### src/rtl/sha1_msg_loader.sv
// Streams message bytes into the dpsram as little-endian words, kicks the
// SHA-1 core, then copies the five digest words back to the result area.
module sha1_msg_loader (
    input  logic         clk,
    input  logic         nreset,
    input  logic         start,
    input  logic [31:0]  base_addr,
    input  logic [31:0]  result_addr,
    output logic         busy,
    output logic         finished,
    input  logic [7:0]   byte_in,
    input  logic         byte_valid,
    input  logic         byte_last,
    output logic         byte_ready,
    output logic         port_B_clk,
    output logic [15:0]  port_B_addr,
    output logic [31:0]  port_B_data_in,
    output logic         port_B_we,
    output logic         start_hash,
    output logic [31:0]  message_addr,
    output logic [31:0]  message_size,
    input  logic [159:0] hash,
    input  logic         done
);

    typedef enum logic [2:0] {
        IDLE,
        LOAD,
        FLUSH,
        KICK,
        WAIT,
        WRITE,
        FIN
    } state_t;

    state_t state, state_nxt;

    logic [31:0] base_q;
    logic [15:0] result_base;
    logic [31:0] count;
    logic [31:0] pack;
    logic [31:0] pack_merged;
    logic [1:0]  lane;
    logic [15:0] word_addr;
    logic        accept;
    logic        word_done;

    logic        ld_we;
    logic [15:0] ld_addr;
    logic [31:0] ld_data;

    logic        wait_armed;
    logic [2:0]  wr_idx;
    logic [31:0] hash_word;
    logic        wr_active;

    logic        unused;
    assign unused = ^result_addr[31:16];

    assign port_B_clk   = clk;
    assign message_addr = base_q;
    assign message_size = count;

    assign lane      = count[1:0];
    assign accept    = byte_valid && byte_ready;
    assign word_done = (lane == 2'd3) || byte_last;
    assign word_addr = base_q[15:0] + {count[15:2], 2'b00};

    // Upper lanes of pack are already zero, so a partial last word pads itself.
    always_comb begin
        pack_merged = pack;
        pack_merged[{lane, 3'b000} +: 8] = byte_in;
    end

    always_comb begin
        case (wr_idx)
            3'd0:    hash_word = hash[159:128];
            3'd1:    hash_word = hash[127:96];
            3'd2:    hash_word = hash[95:64];
            3'd3:    hash_word = hash[63:32];
            default: hash_word = hash[31:0];
        endcase
    end

    assign wr_active      = (state == WRITE);
    assign port_B_we      = wr_active || ld_we;
    assign port_B_addr    = wr_active ? result_base + {11'b0, wr_idx, 2'b00}
                                      : ld_addr;
    assign port_B_data_in = wr_active ? hash_word : ld_data;

    always_comb begin
        state_nxt  = state;
        busy       = 1'b0;
        finished   = 1'b0;
        byte_ready = 1'b0;
        start_hash = 1'b0;
        unique case (state)
            IDLE: begin
                if (start)
                    state_nxt = LOAD;
            end
            LOAD: begin
                busy       = 1'b1;
                byte_ready = 1'b1;
                if (byte_valid && byte_last)
                    state_nxt = FLUSH;
            end
            FLUSH: begin
                busy      = 1'b1;
                state_nxt = KICK;
            end
            KICK: begin
                busy       = 1'b1;
                start_hash = 1'b1;
                state_nxt  = WAIT;
            end
            WAIT: begin
                busy = 1'b1;
                if (wait_armed && done)
                    state_nxt = WRITE;
            end
            WRITE: begin
                busy = 1'b1;
                if (wr_idx == 3'd4)
                    state_nxt = FIN;
            end
            FIN: begin
                finished  = 1'b1;
                state_nxt = IDLE;
            end
            default: state_nxt = IDLE;
        endcase
    end

    always_ff @(posedge clk or negedge nreset) begin
        if (!nreset) begin
            state       <= IDLE;
            base_q      <= '0;
            result_base <= '0;
            count       <= '0;
            pack        <= '0;
            ld_we       <= 1'b0;
            ld_addr     <= '0;
            ld_data     <= '0;
            wait_armed  <= 1'b0;
            wr_idx      <= '0;
        end else begin
            state <= state_nxt;
            ld_we <= 1'b0;
            case (state)
                IDLE: begin
                    if (start) begin
                        base_q      <= base_addr;
                        result_base <= result_addr[15:0];
                        count       <= '0;
                        pack        <= '0;
                    end
                end
                LOAD: begin
                    if (accept) begin
                        count <= count + 32'd1;
                        if (word_done) begin
                            ld_we   <= 1'b1;
                            ld_addr <= word_addr;
                            ld_data <= pack_merged;
                            pack    <= '0;
                        end else begin
                            pack <= pack_merged;
                        end
                    end
                end
                // A done left high by the previous run is masked for one cycle.
                KICK: wait_armed <= 1'b0;
                WAIT: begin
                    wait_armed <= 1'b1;
                    wr_idx     <= '0;
                end
                WRITE: wr_idx <= wr_idx + 3'd1;
                default: ;
            endcase
        end
    end

endmodule

### config.mk
export PLATFORM = sky130hd
export DESIGN_NAME = sha1_msg_loader
export DESIGN_NICKNAME = d
export VERILOG_FILES = /design/src/rtl/sha1_msg_loader.sv
export SDC_FILE = /design/constraint.sdc
export NUM_CORES = 1
export LEC_CHECK = 0
export ABC_AREA = 1
export BUFFER_PORTS_ARGS = -buffer_cell sky130_fd_sc_hd__buf_2
export CAP_MARGIN = 40
export CORE_ASPECT_RATIO = 1.25
export CORE_MARGIN = 1
export CORE_UTILIZATION = 56
export CTS_CLUSTER_DIAMETER = 200
export CTS_CLUSTER_SIZE = 28
export DETAILED_ROUTE_END_ITERATION = 10
export GPL_ROUTABILITY_DRIVEN = 1
export PLACE_DENSITY = 0.95
export REMOVE_ABC_BUFFERS = 1
export SLEW_MARGIN = 20
export SYNTH_ARGS = -nofsm -noshare
export SYNTH_HDL_FRONTEND = slang
export SYNTH_SLANG_ARGS = --single-unit
### constraint.sdc
create_clock -name clk -period 4.7 [get_ports clk]
set_input_delay 1.175 -clock clk [delete_from_list [all_inputs] [get_ports clk]]
set_output_delay 1.175 -clock clk [all_outputs]
set_load 0.005 [all_outputs]
# --- Word-level counts from Yosys, hierarchy flattened ---
# Cells that the tools add are included.
classes:
  addsub: 5
  n_mux: 24
  n_shift: 2
  eq_ne: 16
  reduce_logical: 15
ops:
  columns: ["operator", "n"]
  rows:
  - ["$mux W32", 5]
  - ["$pmux W32 S2", 2]
  - ["$pmux W32 S4", 1]
  - ["$add A32 B1 Y32 const B", 1]
  - ["$bwmux W32", 1]
  - ["$shift A8 B7 Y32 const A", 1]
  - ["$shiftx A8 B7 Y32", 1]
  - ["$pmux W3 S6", 1]
  - ["$add A16 B16 Y16", 1]
  - ["$add A16 B5 Y16", 1]
  - ["$mux W16", 1]
  - ["$eq A3 B2 Y1 const B", 4]
  - ["$eq A3 B3 Y1 const B", 4]
  - ["$mux W3", 4]
  - ["$ne A2 B2 Y1 const B", 4]
  - ["$mux W1", 7]
  - ["$neg A5 Y7", 1]
  - ["$eq A3 B1 Y1 const B", 2]
  - ["$logic_not A3 Y1", 2]
  - ["$pmux W3 S2", 1]
  - ["$reduce_and A3 Y1", 2]
  - ["$reduce_bool A2 Y1", 3]
  - ["$reduce_or A5 Y1", 1]
  - ["$reduce_and A4 Y1", 1]
  - ["7 further kinds", 10]
word_totals:
  register_bits: 168
  wordCells: 72

# --- Logic depth before layout (Yosys ltp) ---
# Gate-level depths: netlist (run 1).
logic_depth:
  ltp_word: 6
  depth_mapped: 11

==> results.txt, run 1 <==
Remaining antenna violation count after routing = 0
Vias in the first global route = 10,879
CP Buf/Inv Count = 4
Post-CTS Setup Inserts = 0
Die width = 125 um
Starting Density = 57.7%
Max-cap viol count = 0
Worst slew margin = 52.2%
CTS tree = built
Num ports = 356
Slowest stage cell on the critical path = inv_2
Status = completed
Hpwl dp = 22.9 mm
Sequential share of the synthesized area = 40.0%
Post-cts resize count = 0
Fraction of layout cells with a size suffix above 1 = 22.5%
Std cell rows = 55
Worst setup SP type = flip-flop
WP data arrival = 2.95 ns
Crit-path cells = inv_2, nor2_4, nand2_2, inv_2, buf_4, nand2_1, o21ai_0, buf_2
DRT Wirelength = 31.2 mm
Post-DR wirelength/cell = 14.9 um
Cts-stage hold buffer count = 0
Flops & latches, synth = 168
Fin crit period = 4.12 ns
First-pass GRT wire length = 50.1 mm
Worst-path clk slew = 0.07 ns
GRT overflow = 0
Crit path kind = reg -> out
TritonRoute pass-1 iters = 5
Placed cell count = 2,057
Nets = 2,118
Maximum clock frequency = 243 MHz
Synth Instances = 1,543
Initial antenna violation count = 3
Core outline area = 18,200 um2
Detailed Route Iter0 Violations = 1,032
Max-slew violations = 0
RSZ-0062 raised after global routing = false
Non-Filler Instances = 2,095
GPL Wtd Cong = 0.907
P_leak = 0.00683 uW
Final worst path period share = 87.7%
Final Hold Fails = 0
Syn Area/Cell = 6.82 um2
Drt drc = 0
Critical path's most frequent cell = inv_2
Power density cells = 499 nW/um2
Setup Viol. Count Final = 0
Worst slew pin tran = 0.717 ns
Slowest cell delay on critical path = 0.61 ns
Ys Warns = 0
Worst Hold Class = reg -> reg
DR vias = 11,479
Crit end category = output port
Area Growth Syn to Fin = 23.8%
DIE AREA = 19,300 um2
Reg2reg setup slack = 2.07 ns
Crit path max fanout = 55
Synth cell types = 36
PortBufs = 339
Clock Latency Late Sink = 0.55 ns
WHS = 0.476 ns
Fin Setup TNS = 0 ns
Family with the most delay on the worst path = buffers and inverters
Power, Total = 6500 uW
Vias per inst = 5.48
GRT Resource Usage Total = 32.0%
Clock skew = 0.0109 ns
Synth Cell Area = 10,500 um2
VDD IR-drop max = 0.418 mV
Critical Path RT = 3.52 ns
Largest net degree at the start of global routing = 105
Chip height = 155 um
## synthesized netlist by cell type
library cell,instances,area (um2)
and2_1,2,12.5
o22ai_1,35,219
nand3b_1,1,7.51
inv_2,6,22.5
xnor2_1,5,43.8
xor2_1,5,43.8
o22ai_2,10,125
buf_6,3,33.8
nor3_1,14,70.1
o31ai_1,1,7.51
ha_1,27,338
a31oi_1,1,6.26
nor2_4,3,33.8
nand4_1,60,375
a21o_1,1,7.51
dfrtp_1,168,4200
inv_1,204,766
buf_1,4,15.0
o21bai_1,2,15.0
buf_4,9,67.6
clkbuf_1,27,101
buf_2,26,130
fa_1,2,40.0
nor2_1,123,462
and3_1,1,6.26
nand2_2,3,18.8
o22a_1,2,17.5
a21oi_1,21,105
nand3_4,1,17.5
o21ai_0,158,791
nand2_1,551,2070
nor3b_1,1,7.51
a21boi_0,1,7.51
or2_2,3,18.8
nand3_1,61,305
o21a_1,1,7.51
## final cells by class
class	count	area [um2]
Multi-Input combinational cell	1096	5190
Inverter	210	788
Antenna cell	3	7.51
Tap cell	228	285
Timing Repair Buffer	354	1860
Fill cell	1414	5210
Clock inverter	14	184
Sequential cell	168	4200
Clock buffer	22	509
## state kept, by name (all words and copies together) (netlist names)
| register | flops |
|---|---|
| ld_addr | 16 |
| ld_data | 32 |
| ld_we | 1 |
| message_addr | 32 |
| message_size | 32 |
| pack | 32 |
| result_base | 16 |
| state | 3 |
| wait_armed | 1 |
| wr_idx | 3 |
## kinds of logic after synthesis
kind of cell	Yosys count	synth area share (%)
flops	168	40.0
simple gates	824	32.4
xor+xnor	10	0.833
buf+inv	279	10.8
compound gates	233	12.4
fa+ha+maj	29	3.59
## where the power goes
group          internal (uW)  switching (uW)
Combinational            979            1790
Clock                    965             654
Sequential              1830             289
Total                   3770            2730
## layer usage
layer | track usage [%] | share of wire, % | vias up
li1 | - | - | 5519
met1 | 36.2 | 38 | 5273
met2 | 56.5 | 51 | 581
met3 | 5.61 | 7.2 | 104
met4 | 19.4 | 4.3 | 2
met5 | 0 | 0.032 | -
## tightest hold or removal path, stage by stage (launching register included)
cell,delay [ns]
dfrtp_1,0.34
nand2_1,0.05
nand2_1,0.05
## cells in the final DEF (no fill, tap or decap), types with 2 or more instances in the layout
cell,count
nand2_1,551
buf_2,338
inv_1,204
dfrtp_1,168
o21ai_0,158
nor2_1,120
nand4_1,60
nand3_1,60
o22ai_1,35
ha_1,27
a21oi_1,21
clkbuf_16,20
nor3_1,14
buf_4,13
o22ai_2,10
inv_2,6
xor2_1,5
xnor2_1,5
inv_6,5
diode_2,3
nor2_4,3
nand2_2,3
nor2_2,3
or2_2,3
clkinvlp_4,3
bufinv_16,3
buf_12,3
o22a_1,2
o21bai_1,2
and2_1,2
fa_1,2
inv_8,2
## stage by stage
stage	util (%)	setup slack [ns]	cell area, um2
global route	71.4	0.356	13000
finish	71.4	0.579	13000
floorplan	-	0.596	10200
detailed placement	67.6	1.07	12300
global placement	67.4	1.07	12300
CTS	71.4	0.594	13000
## final timing paths
check	start	end	depth (start not counted)
worst max-delay path	state[2]$_DFFE_PN0P_	port_B_addr[7]	8
worst min-delay path	message_addr[30]$_DFFE_PN0P_	message_addr[30]$_DFFE_PN0P_	2
worst max register to register	message_size[0]$_DFFE_PN0P_	ld_data[5]$_DFFE_PN0P_	6
worst min register to register	message_addr[30]$_DFFE_PN0P_	message_addr[30]$_DFFE_PN0P_	2
max in group asynchronous	nreset	message_size[3]$_DFFE_PN0P_	2
min in group asynchronous	nreset	message_addr[30]$_DFFE_PN0P_	1
(Power assumes the default switching activity.)
==> run 2, diff against run 1 <==
PLACE_DENSITY = unset   (was 0.95)
PLACE_DENSITY_LB_ADDON = 0.15   (was unset)
==> run 2 against run 1 <==
Compared with the run above: sequential cell count did not move; largest power group unchanged; cell count fell by 0.14%; core utilization rose by 0.29 points; via count fell by 3.4%; routed wire length fell by 3.2%; sequential power barely moved; critical path type unchanged; worst setup slack improved by 0.00090 ns; design area rose by 0.40%; maximum frequency barely moved; largest cell class unchanged; clock power rose by 3%.
==> results.txt, run 2 (synthesis results as in run 1) <==
Status = completed
GRT overflow = 0 (unchanged)
Power density cells = 497 nW/um2 (-0.44%)
GRT Resource Usage Total = 31.4% (-0.67 points)
Clock Latency Late Sink = 0.55 ns (about the same)
TritonRoute pass-1 iters = 5 (unchanged)
P_int = 3870 uW (+2.6%)
Nets = 2,118 (unchanged)
Comb power frac = 42.0% (-0.6 points)
Post-CTS Setup Inserts = 0 (unchanged)
CP Buf/Inv Count = 4 (unchanged)
CTS tree = built
Vias in the first global route = 10,603 (-2.5%)
DR vias = 11,084 (-3.4%)
Worst Hold Class = in -> async
PortBufs = 339 (unchanged)
Drt drc = 0 (unchanged)
Critical Path RT = 3.52 ns (about the same)
Commonest non-fill, non-tap cell in the layout = nand2_1
Hpwl dp = 22.1 mm (-3.6%)
Clock skew = 0.00816 ns (-0.00271 ns)
Core outline area = 18,200 um2 (unchanged)
Vias per inst = 5.30 (-3.3%)
Post-route design area = 13,100 um2 (+0.40%)
Largest net degree at the start of global routing = 78 (-26%)
Crit end category = output port
Max-cap viol count = 0 (unchanged)
Fraction of layout cells with a size suffix above 1 = 22.5% (about the same)
Num ports = 356 (unchanged)
Slowest stage cell on the critical path = dfrtp_1
Crit path max fanout = 33 (-40%)
Setup ws final = 0.580 ns (+0.000902 ns)
Family with the most delay on the worst path = buffers and inverters
Fin crit period = 4.12 ns (-0.000902 ns)
Most frequent cells in the layout = nand2_1 (551), buf_2 (338), inv_1 (204)
Worst slew pin tran = 0.736 ns (+0.0193 ns)
Starting Density = 57.7% (unchanged)
Max-slew violations = 0 (unchanged)
Crit path kind = reg -> out
Worst-path clk slew = 0.06 ns (about the same)
Post-DP Area = 12,400 um2 (+0.18%)
Crit-path cells = ha_1, ha_1, buf_4, nor2_1, nand2_1, buf_8, buf_4, nor2_1, o21ai_0, o21ai_0, buf_2
Chip height = 155 um (unchanged)
Worst setup SP type = flip-flop
Post-cts resize count = 0 (unchanged)
Remaining antenna violation count after routing = 0 (unchanged)
DRT Wirelength = 30.2 mm (-3.2%)
Fin Setup TNS = 0 ns (unchanged)
Pre-CTS WS = 1.07 ns (unchanged)
Final worst path period share = 87.7% (about the same)
First-pass GRT wire length = 48.9 mm (-2.4%)
Cts-stage hold buffer count = 0 (unchanged)
RSZ-0062 raised after global routing = false
Area Growth Syn to Fin = 24.3%
WP data arrival = 2.95 ns (about the same)
Initial antenna violation count = 1 (-2)
Setup Viol. Count Final = 0 (unchanged)
Post-DR wirelength/cell = 14.4 um (-3.1%)
GPL Wtd Cong = 0.910 (+0.30%)
Final Hold Fails = 0 (unchanged)
P_leak = 0.00685 uW (+0.30%)
Power, Total = 6500 uW (about the same)
Worst slew margin = 50.8% (-1.4 points)
VDD IR-drop max = 0.304 mV (-27%)
Sw frac = 40.5% (-1.6 points)
Clk network pwr share = 25.7% (+0.8 points)
Maximum clock frequency = 243 MHz (about the same)
Sequential fraction of design power = 32.3% (-0.2 points)
Std cell rows = 55 (unchanged)
Die width = 125 um (unchanged)
NetSw = 2630 uW (-3.7%)
DIE AREA = 19,300 um2 (unchanged)
Slowest cell delay on critical path = 0.45 ns (-0.16 ns)
Detailed Route Iter0 Violations = 701 (-32%)
Fin util = 71.7% (+0.29 points)
## run 2: cell types whose count changed in the layout (fill, tap and decap cells not counted), moves of 2 or more
cell,delta
buf_12,-2
diode_2,-2
inv_6,-5
clkinv_4,+2
inv_8,-2
buf_16,+2
clkbuf_8,+4
## run 2: power by group through the flow
stage	clock, uW	combinational, uW	sequential [uW]
detailed placement	9.24	2730	2120
global route	1740	3080	2150
finish	1670	2730	2100
global placement	9.24	2620	2110
CTS	1680	2760	2100
floorplan	0	1610	2070
## run 2: cell type report
cell class | count | area [um2]
antenna | 1 | 2.50
clock buffer | 25 | 561
clock inverter | 10 | 168
fill | 1560 | 5160
inverter | 210 | 788
multi-input combinational | 1096 | 5190
sequential | 168 | 4200
tap | 228 | 285
timing repair buffer | 354 | 1880
## run 2: worst paths after layout
check / to / startpoint / slack (ns) / cells after the start
max in group asynchronous: pack[23]$_DFFE_PN0P_ / nreset / 3.58 / 2
worst min register to register: message_addr[30]$_DFFE_PN0P_ / message_addr[30]$_DFFE_PN0P_ / 0.48 / 2
min in group clk: message_addr[30]$_DFFE_PN0P_ / message_addr[30]$_DFFE_PN0P_ / 0.48 / 2
worst max-delay path: port_B_data_in[0] / wr_idx[1]$_DFFE_PN0P_ / 0.58 / 11
worst max register to register: pack[14]$_DFFE_PN0P_ / state[1]$_DFFE_PN0P_ / 2.05 / 8
worst min-delay path: message_addr[21]$_DFFE_PN0P_ / nreset / 0.47 / 1
## run 2: worst register-to-register path: stages, from the launching register on
cell,delay [ns]
dfrtp_1,0.46
inv_2,0.10
nand2_1,0.09
nor2_4,0.33
nand2_2,0.17
nand2_2,0.58
buf_4,0.52
nand4_1,0.18
o21ai_0,0.12
## run 2: metal layers
| metal | up-vias | wire length, um | share of wire (%) | track usage, % |
|---|---|---|---|---|
| met5 | - | 0 | 0 | 0 |
| met4 | 0 | 1050 | 3.5 | 16.2 |
| met3 | 69 | 2040 | 6.7 | 6.02 |
| met2 | 413 | 15600 | 51 | 57.2 |
| met1 | 5086 | 11600 | 38 | 34.6 |
| li1 | 5516 | - | - | - |
## run 2: per-stage QoR
step / hold slack [ns] / instances
3_3_place_gp: 0.459 / 2054
4_1_cts: 0.460 / 2091
6_report: 0.467 / 2092
5_1_grt: 0.472 / 2092
2_1_floorplan: 0.449 / 1474
3_5_place_dp: 0.460 / 2057
==> run 3, diff against run 2 <==
ABC_AREA = unset   (was 1)
CORE_AREA = 2 2 137 139   (was unset)
CORE_ASPECT_RATIO = unset   (was 1.25)
CORE_MARGIN = unset   (was 1)
CORE_UTILIZATION = unset   (was 56)
DIE_AREA = 0 0 139 141   (was unset)
==> run 3 against run 2 <==
Compared with the run above: design area is 7.0% lower; first-iteration DRC count decreased by 22%; register-to-register slack gained 0.16 ns; maximum frequency rose by 1.6%; core utilization is 5.2 points lower; critical path depth shrank 2; worst setup slack gained 0.065 ns; global-route usage shrank 4.5 points; routed wire length is 13% lower; cell count is 19% lower; critical path type unchanged.
==> results.txt, run 3 <==
Status = completed
Fillers = 1,596 (+2.3%)
Area occupied by multi-input gates = 5060 um2 (-2.5%)
Non-Filler Instances = 1,693 (-19%)
Synth Flop Type = dfrtp_1
Slowest stage cell on the critical path = nor2b_2
Commonest cells in the netlist = nand2_1 (309), dfrtp_1 (168), o21ai_0 (95)
DR vias = 9,241 (-17%)
CTS tree = built
Initial antenna violation count = 1 (unchanged)
Clock Latency Late Sink = 0.55 ns (about the same)
Worst setup SP type = flip-flop
WHS = 0.473 ns (+0.00644 ns)
First-pass GRT wire length = 42.9 mm (-12%)
Area Growth Syn to Fin = 26.6%
DRT Wirelength = 26.4 mm (-13%)
Worst slew pin tran = 0.739 ns (+0.00278 ns)
Worst slew margin = 50.8% (about the same)
Largest net degree at the start of global routing = 73 (-6.4%)
Area leader, netlist = dfrtp_1
Count leader, synth = nand2_1
Max-cap viol count = 0 (unchanged)
Synth Cell Area = 9600 um2 (-8.7%)
TritonRoute pass-1 iters = 5 (unchanged)
P_leak = 0.00622 uW (-9.2%)
Synth Instances = 1,143 (-26%)
Ys Warns = 0 (unchanged)
Worst Hold Class = reg -> reg
Setup Viol. Count Final = 0 (unchanged)
Clock skew = 0.00942 ns (+0.00126 ns)
Cts-stage hold buffer count = 0 (unchanged)
Vias in the first global route = 8,654 (-18%)
Sequential fraction of design power = 33.3% (+1.0 points)
Num ports = 356 (unchanged)
Fin Setup TNS = 0 ns (unchanged)
NetSw = 2620 uW (-0.40%)
FF/Latch Area = 4200 um2 (unchanged)
Post-CTS Setup Inserts = 0 (unchanged)
PortBufs = 339 (unchanged)
Worst-path clk slew = 0.07 ns (about the same)
Std cell rows = 50 (-9.1%)
Hpwl dp = 19.4 mm (-12%)
Final worst path period share = 86.3% (-1.4 points)
Flops & latches, synth = 168 (unchanged)
Met2 Usage GRT = 45.7% (-11 points)
Remaining antenna violation count after routing = 0 (unchanged)
Syn Area/Cell = 8.40 um2 (+23%)
Nets = 1,712 (-19%)
Post-DR wirelength/cell = 15.6 um (+8.0%)
WP data arrival = 2.88 ns (-0.07 ns)
Commonest non-fill, non-tap cell in the layout = buf_2
Crit end category = output port
Reg2reg setup slack = 2.21 ns (+0.16 ns)
P_int = 3740 uW (-3.3%)
Top cell type's share of synthesized area = 43.8% (+3.8 points)
Clk network pwr share = 23.3% (-2.4 points)
Sw frac = 41.2% (+0.72 points)
Max-slew violations = 0 (unchanged)
GR Util met3 = 5.54% (-0.48 points)
Sequential share of the synthesized area = 43.8% (+3.8 points)
Post-cts resize count = 0 (unchanged)
Setup ws final = 0.645 ns (+0.0649 ns)
Slowest cell delay on critical path = 0.47 ns (+0.02 ns)
Most frequent cells in the layout = buf_2 (339), nand2_1 (309), dfrtp_1 (168)
Chip height = 141 um (-9.2%)
Critical Path RT = 3.52 ns (about the same)
Placed cell count = 1,656 (-19%)
Top post-synthesis cells by area = dfrtp_1 (44%), nand2_1 (12%), a22oi_1 (5.0%)
Detailed Route Iter0 Violations = 545 (-22%)
Core outline area = 18,300 um2 (+0.17%)
Crit-path cells = inv_1, ha_1, nor2b_2, buf_4, a22oi_1, nand2_1, a21oi_1, o21ai_0, buf_2
Synth cell types = 63 (+75%)
Fraction of layout cells with a size suffix above 1 = 28.9% (+6.4 points)
Pre-CTS WS = 1.07 ns (unchanged)
VDD IR-drop max = 0.336 mV (+10%)
Vias per inst = 5.46 (+3.0%)
GPL Wtd Cong = 0.859 (-5.7%)
Power density cells = 523 nW/um2 (+5.3%)
Most Used Layer, Global Route = met2
GRT overflow = 0 (unchanged)
Die width = 139 um (+12%)
Post-synth EDFFs = 0 (unchanged)
Crit path max fanout = 24 (-27%)
Starting Density = 52.6% (-5.1 points)
GRT Resource Usage Total = 26.8% (-4.5 points)
Met1 Track Usage GR = 34.2% (-0.45 points)
RSZ-0062 raised after global routing = false
Fin crit period = 4.06 ns (-0.0649 ns)
Crit path kind = reg -> out
Family with the most delay on the worst path = buffers and inverters
CP Buf/Inv Count = 3 (-1)
Drt drc = 0 (unchanged)
Maximum clock frequency = 247 MHz (+1.6%)
DIE AREA = 19,600 um2 (+1.4%)
Comb power frac = 43.4% (+1.4 points)
Async SR Flop Fraction = 100% (unchanged)
Final Hold Fails = 0 (unchanged)
[run 3: logic make-up after synthesis]
kind of cell,Yosys count,synth area share (%)
adders and majority gates,29,3.94
muxes,10,1.15
and+or+nand+nor,484,23.2
AOI/OAI and AO/OA,320,20.6
xor gates and xnor gates,38,3.47
DFF,168,43.8
buffers and inverters,94,3.91
[run 3: final timing paths]
kind | start | end | cells past startpoint
hold reg to reg | message_addr[30]$_DFFE_PN0P_ | message_addr[30]$_DFFE_PN0P_ | 2
setup reg to reg | message_size[0]$_DFFE_PN0P_ | pack[19]$_DFFE_PN0P_ | 6
max in group asynchronous | nreset | ld_addr[2]$_DFFE_PN0P_ | 2
min in group asynchronous | nreset | message_addr[16]$_DFFE_PN0P_ | 1
hold / removal | message_addr[30]$_DFFE_PN0P_ | message_addr[30]$_DFFE_PN0P_ | 2
setup / recovery | wr_idx[1]$_DFFE_PN0P_ | port_B_data_in[23] | 9
[run 3: final cells by class]
cell class	count	share of cell area, %
antenna	1	0.0206
tap	234	2.41
multi-input combinational	881	41.6
sequential	168	34.6
inverter	16	0.494
timing repair buffer	357	15.6
clock buffer	21	4.16
clock inverter	15	1.10
[run 3: metrics by stage]
step / area [um2] / utilization, % / total power [uW]
2_1_floorplan: 9290 / - / 3680
3_3_place_gp: 11400 / 62.6 / 4770
3_5_place_dp: 11500 / 63.0 / 4900
4_1_cts: 12100 / 66.4 / 6390
5_1_grt: 12200 / 66.5 / 6860
6_report: 12200 / 66.5 / 6360
[run 3: layer usage]
metal	routed length, um	vias to the layer above	share of wire, %
met1	11100	4317	42
li1	-	4585	-
met4	564	0	2.1
met5	0	-	0
met2	13100	304	49
met3	1680	35	6.4
[run 3: worst reg2reg max path, delay by kind of cell, from the launching register on]
kind	cells	cell delay, ns
AOI/OAI and AO/OA	1	0.24
adders and majority gates	1	0.37
buffers and inverters	1	0.17
DFF	1	0.51
and+or+nand+nor	3	1.15
[run 3: power groups by stage]
stage                     logic (uW)  registers (uW)  clock network, uW
final                           2760            2120               1480
after detailed placement        2750            2140               9.24
after CTS                       2760            2120               1510
after floorplan                 1610            2070                  0
after global placement          2640            2130               9.24
after global routing            3120            2170               1570
